### src/rtl/prog_loader.sv
`default_nettype none
// ============================================================================
//  Module   : prog_loader
//  Purpose  : Byte-serial program loader. Receives a framed image
//             (SYNC, ADDR, LEN, DATA..., CSUM) over a four-phase strobe/ack
//             handshake and writes the payload into instruction memory,
//             holding the CPU in reset while loading or after a failure.
//  Revision : 1.0 - initial release
// ============================================================================
module prog_loader #(
    parameter int          ADDR_W      = 8,
    parameter int          SYNC_STAGES = 2,
    parameter logic [7:0]  SYNC_BYTE   = 8'hA5,
    parameter logic [15:0] TIMEOUT     = 16'd50000
) (
    input  logic              clk,
    input  logic              rst_n,
    input  logic [7:0]        data_in,
    input  logic              strobe_in,
    output logic              ack_out,
    output logic              mem_we,
    output logic [ADDR_W-1:0] mem_addr,
    output logic [7:0]        mem_wdata,
    output logic              cpu_rst_n,
    output logic              busy,
    output logic              done,
    output logic              err
);

    typedef enum logic [2:0] {
        S_IDLE = 3'd0,
        S_ADDR = 3'd1,
        S_LEN  = 3'd2,
        S_DATA = 3'd3,
        S_SUM  = 3'd4,
        S_DONE = 3'd5,
        S_ERR  = 3'd6
    } state_t;

    state_t                  state_q, state_d;
    logic [SYNC_STAGES-1:0]  sync_q;
    logic                    strobe_prev_q;
    logic [ADDR_W-1:0]       ptr_q, ptr_d;
    logic [8:0]              cnt_q, cnt_d;       // 9 bits so LEN=0 can mean 256
    logic [7:0]              sum_q, sum_d;
    logic [15:0]             idle_q, idle_d;
    logic                    we_q, we_d;
    logic [ADDR_W-1:0]       addr_q, addr_d;
    logic [7:0]              wdata_q, wdata_d;
    logic                    cpu_rst_n_q, cpu_rst_n_d;
    logic                    done_q, done_d;
    logic                    err_q, err_d;

    logic                    w_evt;
    logic                    w_busy;
    logic [7:0]              w_sum_add;

    // One event per rising edge of the synchronized strobe, however long it is held.
    assign w_evt     = sync_q[SYNC_STAGES-1] & ~strobe_prev_q;
    assign w_busy    = (state_q == S_ADDR) || (state_q == S_LEN) ||
                       (state_q == S_DATA) || (state_q == S_SUM);
    assign w_sum_add = sum_q + data_in;

    assign ack_out   = sync_q[SYNC_STAGES-1];
    assign mem_we    = we_q;
    assign mem_addr  = addr_q;
    assign mem_wdata = wdata_q;
    assign cpu_rst_n = cpu_rst_n_q;
    assign busy      = w_busy;
    assign done      = done_q;
    assign err       = err_q;

    // Strobe synchronizer and edge-detect history.
    always_ff @(posedge clk or negedge rst_n) begin
        if (!rst_n) begin
            sync_q        <= '0;
            strobe_prev_q <= 1'b0;
        end else begin
            sync_q        <= {sync_q[SYNC_STAGES-2:0], strobe_in};
            strobe_prev_q <= sync_q[SYNC_STAGES-1];
        end
    end

    // State and datapath registers.
    always_ff @(posedge clk or negedge rst_n) begin
        if (!rst_n) begin
            state_q     <= S_IDLE;
            ptr_q       <= '0;
            cnt_q       <= '0;
            sum_q       <= '0;
            idle_q      <= '0;
            we_q        <= 1'b0;
            addr_q      <= '0;
            wdata_q     <= '0;
            cpu_rst_n_q <= 1'b0;
            done_q      <= 1'b0;
            err_q       <= 1'b0;
        end else begin
            state_q     <= state_d;
            ptr_q       <= ptr_d;
            cnt_q       <= cnt_d;
            sum_q       <= sum_d;
            idle_q      <= idle_d;
            we_q        <= we_d;
            addr_q      <= addr_d;
            wdata_q     <= wdata_d;
            cpu_rst_n_q <= cpu_rst_n_d;
            done_q      <= done_d;
            err_q       <= err_d;
        end
    end

    // Frame parser: next state, write strobe, checksum, idle timeout.
    always_comb begin
        state_d = state_q;
        ptr_d   = ptr_q;
        cnt_d   = cnt_q;
        sum_d   = sum_q;
        idle_d  = '0;
        we_d    = 1'b0;
        addr_d  = addr_q;
        wdata_d = wdata_q;

        if (w_busy) begin
            idle_d = w_evt ? 16'd0 : (idle_q + 16'd1);
        end

        case (state_q)
            S_IDLE, S_DONE, S_ERR: begin
                if (w_evt && (data_in == SYNC_BYTE)) begin
                    state_d = S_ADDR;
                    sum_d   = 8'd0;
                end
            end
            S_ADDR: begin
                if (w_evt) begin
                    ptr_d   = ADDR_W'(data_in);
                    sum_d   = data_in;
                    state_d = S_LEN;
                end
            end
            S_LEN: begin
                if (w_evt) begin
                    cnt_d   = (data_in == 8'd0) ? 9'd256 : {1'b0, data_in};
                    sum_d   = w_sum_add;
                    state_d = S_DATA;
                end
            end
            S_DATA: begin
                if (w_evt) begin
                    we_d    = 1'b1;
                    addr_d  = ptr_q;
                    wdata_d = data_in;
                    ptr_d   = ptr_q + 1'b1;
                    sum_d   = w_sum_add;
                    cnt_d   = cnt_q - 9'd1;
                    if (cnt_q == 9'd1) begin
                        state_d = S_SUM;
                    end
                end
            end
            S_SUM: begin
                if (w_evt) begin
                    state_d = (w_sum_add == 8'd0) ? S_DONE : S_ERR;
                end
            end
            default: state_d = S_IDLE;
        endcase

        // A byte event always wins over an expiring idle counter.
        if ((TIMEOUT != 16'd0) && w_busy && !w_evt && (idle_d == TIMEOUT)) begin
            state_d = S_ERR;
        end
    end

    // Status outputs are registered images of the upcoming state.
    always_comb begin
        cpu_rst_n_d = (state_d == S_IDLE) || (state_d == S_DONE);
        done_d      = (state_d == S_DONE);
        err_d       = (state_d == S_ERR);
    end

endmodule
`default_nettype wire

### config.mk
export PLATFORM = sky130hd
export DESIGN_NAME = prog_loader
export DESIGN_NICKNAME = d
export VERILOG_FILES = /design/src/rtl/prog_loader.sv
export SDC_FILE = /design/constraint.sdc
export NUM_CORES = 1
export LEC_CHECK = 0
export ABC_AREA = 1
export CAP_MARGIN = 20
export CELL_PAD_IN_SITES_DETAIL_PLACEMENT = 1
export CELL_PAD_IN_SITES_GLOBAL_PLACEMENT = 1
export CORE_MARGIN = 2
export CORE_UTILIZATION = 43
export CTS_CLUSTER_DIAMETER = 120
export CTS_CLUSTER_SIZE = 16
export DETAILED_ROUTE_END_ITERATION = 7
export HOLD_SLACK_MARGIN = 0.06
export PLACE_DENSITY = 0.83
export SYNTH_ARGS = -nofsm -noshare
export SYNTH_HDL_FRONTEND = slang
export SYNTH_SLANG_ARGS = --single-unit
### constraint.sdc
create_clock -name clk -period 2.51 [get_ports clk]
set_input_delay 0.502 -clock clk [delete_from_list [all_inputs] [get_ports clk]]
set_output_delay 0.502 -clock clk [all_outputs]
set_load 0.1 [all_outputs]
Word level (Yosys, flattened, before mapping)

Cells that the tools add are included.

Bits in registers: 67
Input port bits: 11
Word-level logic and storage cells: 79

Add/sub/neg operators: 4
Equality and inequality tests: 16
Muxes and demuxes: 23
Bitwise logic cells: 2
Reduce and logical (&&, ||, !) cells: 21

Operators by type and width:

| cell                  | count |
|---|---|
| $mux 16               | 2 |
| $mux 8                | 4 |
| $mux 9                | 3 |
| $pmux 8 s3            | 1 |
| $mux 3                | 7 |
| $pmux 9 s2            | 1 |
| $add 16x1->16 const B | 1 |
| $eq 16x16->1 const B  | 1 |
| $logic_not 8->1       | 2 |
| $pmux 8 s2            | 1 |
| $eq 3x3->1 const B    | 5 |
| $pmux 3 s5            | 1 |
| $eq 9x1->1 const B    | 1 |
| $sub 9x1->9 const B   | 1 |
| $add 8x1->8 const B   | 1 |
| $add 8x8->8           | 1 |
| $eq 8x8->1 const B    | 1 |
| $ne 2x2->1 const B    | 4 |
| $eq 3x2->1 const B    | 2 |
| $logic_not 3->1       | 2 |
| $reduce_and 3->1      | 2 |
| $logic_or 1x1->1      | 4 |
| $reduce_and 4->1      | 1 |
| $reduce_bool 2->1     | 2 |
| other kinds (12)      | 15 |

Depth between registers and ports, before layout

Word-level depth: 10
Gate-level depth with buffers: 16

Worst setup path after synthesis

Ideal clock, no wire load.

Kind: reg-to-reg
Start: reg sync_q[1]
End: reg sum_q[5]
Arrival time: 2.133 ns
Required time: 2.387 ns
Path slack: 0.254 ns
Cell stages (with the launch flop): 11
Buffers on the path: 1
Path through: dfrtp_1 > nand2_1 > buf_4 > nor2_1 > nand3_1 > nand2_1 > inv_1 > nor2_4 > inv_1 > nand2_1 > nand2_1

Cells in the longest elaborated chain, start to end: 4
Elaborated cells between the ends (all ways): 6
Classes of those cells: eq/ne: 3; bitwise: 1; reduce/logical: 2

Ends and longest elaborated chain:

| element                        | RTL line | RTL |
|---|---|---|
| from (decl)                    | 41       | `logic [SYNC_STAGES-1:0] sync_q;` |
| from (signal assigned)         | 79       | `sync_q <= {sync_q[SYNC_STAGES-2:0], strobe_in};` |
| $and 1x1->1 (*)                | 59       | `assign w_evt = sync_q[SYNC_STAGES-1] & ~strobe_prev_q;` |
| $logic_and 1x1->1              | 130      | `if (w_evt && (data_in == SYNC_BYTE)) begin` |
| $ne 2x2->1 (no line)           | n/a      |  |
| $reduce_and 4->1 (no line) (*) | n/a      |  |
| to (signal assigned)           | 102      | `sum_q <= sum_d;` |
| to (decl)                      | 45       | `logic [7:0] sum_q, sum_d;` |

Mark *: on every way between the ends. The rest lies on a longest branch, timed or not.
A chain may end at the register's enable or synchronous reset.

Worst setup path in the final report

Start: in data_in[0]
End: reg cpu_rst_n_q, in the netlist cpu_rst_n

Cells in the longest elaborated chain, start to end: 8
Elaborated cells between the ends (all ways): 12
Classes of those cells: add/sub: 1; eq/ne: 2; mux: 5; reduce/logical: 4

Ends and longest elaborated chain:

| element                                              | RTL line | RTL |
|---|---|---|
| from (decl)                                          | 18       | `input logic [7:0] data_in,` |
| $add 8x8->8                                          | 62       | `assign w_sum_add = sum_q + data_in;` |
| $logic_not 8->1                                      | 164      | `state_d = (w_sum_add == 8'd0) ? S_DONE : S_ERR;` |
| $mux 2                                               | 164      |  |
| $mux 3                                               | 163      | `if (w_evt) begin` |
| $pmux 3 s5 (*)                                       | 128      | `case (state_q)` |
| $mux 3 (*)                                           | 171      | `if ((TIMEOUT != 16'd0) && w_busy && !w_evt && (idle_d == TIMEOUT)) begin` |
| $eq 3x3->1 / $logic_not 3->1 (equally long branches) | 178      | `cpu_rst_n_d = (state_d == S_IDLE) \|\| (state_d == S_DONE);` |
| $logic_or 1x1->1 (*)                                 | 178      |  |
| via cpu_rst_n_d                                      | 50       | `logic cpu_rst_n_q, cpu_rst_n_d;` |
| to (signal assigned)                                 | 107      | `cpu_rst_n_q <= cpu_rst_n_d;` |
| to (decl)                                            | 50       |  |

The timed path passes the listed nets; every way through them passes the cells marked *.

==> impl_metrics.yaml <==
cts:
  worstSkewPairLatency_ns: 0.35
  cts_hold_buffers: 0
  tritoncts_num_sinks: 67
  number_of_cts_inserted_buffers: 9
  clock-root-buffer: "sky130_fd_sc_hd__clkbuf_8"
  clkSlewWorstSetupHoldPaths_ns: 0.08
  cts_tree: "yes"
  max-clock-path-buffers: 2
  htreeDepth: 3
die:
  floorplan.initialDensity_pct: 44.0
  num_io_pins: 33
  die_height_um: 101
  design.die.area_um2: 10200
  floorplan.die.width_um: 101
  placeableCoreArea_um2: 9150
  num_rows: 35
grt:
  antenna_found_initial: 0
  groute.usage.overall_pct: 23.9
  first_global_vias: 3979
  grt_pass1_wl_um: 18900
  grt_max_degree: 42
  global_route.overflow_total: 0
sta:
  timing_worst_slew_pin_value_ns: 0.670
  finalCriticalPeriod_ns: 2.39
  slew_headroom_pct: 55.3
  clock.fmax_mhz: 419
  worst_slack_ns: 0.123
  count_of_pins_over_their_slew_limit: 0
  number_of_failing_hold_endpoints_at_the_final_stage: 0
  timing.clock.skew_ns: 0.0103
  min_period_over_period_pct: 95.1
  setup_viol_count_final: 0
critical_path:
  timing.critical_path.to_type: "register"
  critical_path_class: "in2reg"
  cp_slowest_cell: "sky130_fd_sc_hd__clkdlybuf4s50_1"
  critPathArrivalTime_ns: 2.68
  worst_setup_path_startpoint: "data_in[0]"
  cp_data_required_time_ns: 2.80
  worst-path-max-fanout: 3
  worstReg2RegEnd: "cpu_rst_n"
  crit_chain: "clkdlybuf4s50_1, ha_2, inv_1, fa_2, inv_2, nand2_1, nand2_1, nand2_1, nand2_2, nand3_2, nor2_4, nand3_2, a21oi_2, nand4_1, nand2_1"
  worstReg2RegStart: "sum_q[0]"
  regToRegSetupSlack_ns: 0.41
  max_stage_delay_ns: 0.49
  crit_path_start_kind: "input port"
  setup.worst_path.end: "cpu_rst_n"
  critical-path-top-cell-by-count: "sky130_fd_sc_hd__nand2_1"
  timing.reg2reg.worst_path_depth: 14
layout:
  area_growth_syn_to_layout_pct: 18.7
  antenna-diode-count: 0
  fin_area_um2: 4780
  post_route_cells_drive_above_1_share_pct: 18.5
  filler_cell_count: 1180
  multi_input_area_um2: 2020
  layout.nets: 617
  register_area_um2: 1680
power_and_ir_drop:
  p_leak_nw: 2.40
  vdd.ir_drop.worst_v: 0.000483
  power.total_mw: 6.05
  power.density_cell_area_nw_per_um2: 1260
synth:
  postSynth.asyncResetShare_pct: 100
  netlist_instances: 538
  synth_ff_type: "sky130_fd_sc_hd__dfrtp_1"
  top_area_cells_in_the_synthesized_netlist: "sky130_fd_sc_hd__dfrtp_1 (42%), sky130_fd_sc_hd__nand2_1 (13%), sky130_fd_sc_hd__inv_1 (6.7%)"
  yosys.cell_count.top_type: "sky130_fd_sc_hd__nand2_1"
  synth_enable_flop_cells: 0
  synthDominantCellAreaShare_pct: 41.6
  post_synthesis_sequential_element_count: 67
  synth-warning-count: 0
  synth.cells.most_frequent: "sky130_fd_sc_hd__nand2_1 (141), sky130_fd_sc_hd__inv_1 (72), sky130_fd_sc_hd__dfrtp_1 (67), sky130_fd_sc_hd__nor2_1 (51), sky130_fd_sc_hd__o21ai_0 (37)"
  average_footprint_of_a_synthesized_cell_um2: 7.48
  netlist-cell-type-count: 39
  synthesis.area_um2: 4030
  synth.yosys.seq_area_share_pct: 41.6
  synthesized_net_count: 561
  synth.largest_area_cell: "sky130_fd_sc_hd__dfrtp_1"
outcome:
  run_status: "finished clean"
routing:
  drt.antenna.violating_nets: 0
  drt_iter0_drc: 140
  drt_first_pass_iters: 5
  finalWirelength_um: 11100
  route.detailed.drc: 0
  wire_per_inst_um: 15.6
  route.detailed.vias_per_inst: 5.26
  vias: 3734
placed_design:
  gp_routability_congestion: 0.860
  detailed_place_hpwl_um: 8620
  dpl_worst_slack_ns: -0.375
  placed_area_um2: 4560
  io_buffers: 32
run:
  drv_cap: 0
min_path:
  hold_class: "in2async"
[metrics by stage]
| stage | cells | setup TNS (ns) | util (%) | hold slack [ns] |
|---|---|---|---|---|
| final | 710 | 0 | 52.2 | 0.169 |
| after global routing | 710 | -0.0563 | 52.2 | 0.210 |
| after CTS | 709 | 0 | 51.8 | 0.179 |
| after detailed placement | 693 | -1.42 | 49.8 | 0.382 |
| after global placement | 693 | -0.540 | 49.8 | 0.366 |
| after floorplan | 538 | 0 | - | 0.206 |
[how the worst min path moves through the flow]
stage,startpoint,end,slack (ns),depth (start not counted)
global placement,sync_q[0],sync_q[1],0.37,0
finish,rst_n,cnt_q[1],0.17,1
floorplan,rst_n,cnt_q[0],0.21,0
CTS,rst_n,sum_q[3],0.18,1
global route,rst_n,sum_q[2],0.21,1
detailed placement,sync_q[0],sync_q[1],0.38,0
[layer usage]
layer	track usage, %	up-vias	part of all wire, %
met4	6.64	0	1.3
met5	0	-	0
li1	-	1844	-
met2	41.5	57	49
met1	30.5	1821	47
met3	4.16	12	2.6
[sequential cells by signal, summed over array words and instances, names as in the netlist]
signal,flops
cnt_q,9
cpu_rst_n,1
done,1
err,1
idle_q,16
mem_addr,8
mem_wdata,8
mem_we,1
ptr_q,8
state_q,3
strobe_prev_q,1
sum_q,8
sync_q,2
[worst max-delay path, delay by kind of cell]
family	cells	cell delay [ns]
AND/OR/NAND/NOR	9	0.74
buffers and inverters	3	0.63
adder cells (fa/ha/maj)	2	0.58
AO/OA/AOI/OAI	1	0.22
[cell usage in the layout (no fill, tap or decap), drive strengths merged]
cell and count:
inv 81, nor3b 2, buf 44, dfrtp 67
clkdlybuf4s50 9, nor4 1, o21ai 51, nand4 12
xnor2 2, clkinvlp 2, nand3b 3, ha 11
o21bai 3, nand3 36, clkinv 2, clkbuf 12
xor2 2, nor2 66, o211ai 1, a22o 1
a31oi 2, o22ai 7, a41oi 1, fa 1
a21oi 24, nor3 6, nand2 150
[layout make-up]
| cell class | count | share of cell area (%) |
|---|---|---|
| Sequential cell | 67 | 35.1 |
| Tap cell | 111 | 2.91 |
| Clock buffer | 12 | 3.25 |
| Multi-Input combinational cell | 382 | 42.4 |
| Clock inverter | 4 | 0.524 |
| Inverter | 81 | 6.62 |
| Timing Repair Buffer | 53 | 9.27 |
[logic make-up (layout without fill, tap and decap cells)]
family          count (synthesis)  after routing  share of synthesized area [%]
compound gates                 90             90                           12.5
flops                          67             67                           41.6
fa+ha+maj                      12             12                           3.92
buf+inv                        89            150                           8.92
xor+xnor                        4              4                          0.870
simple gates                  276            276                           32.2
[report_power, final]
part | internal [mW] | total, mW | switching, mW
clock | 0.410 | 0.847 | 0.437
sequential | 1.44 | 1.72 | 0.282
combinational | 0.986 | 3.48 | 2.49
[what timing repair did]
item	in CTS	in global routing
pin swaps	0	6
resized for setup	1	10
setup buffers	0	1
endpoints found under the setup margin	2	4
Power figures use the tool's default switching activity.
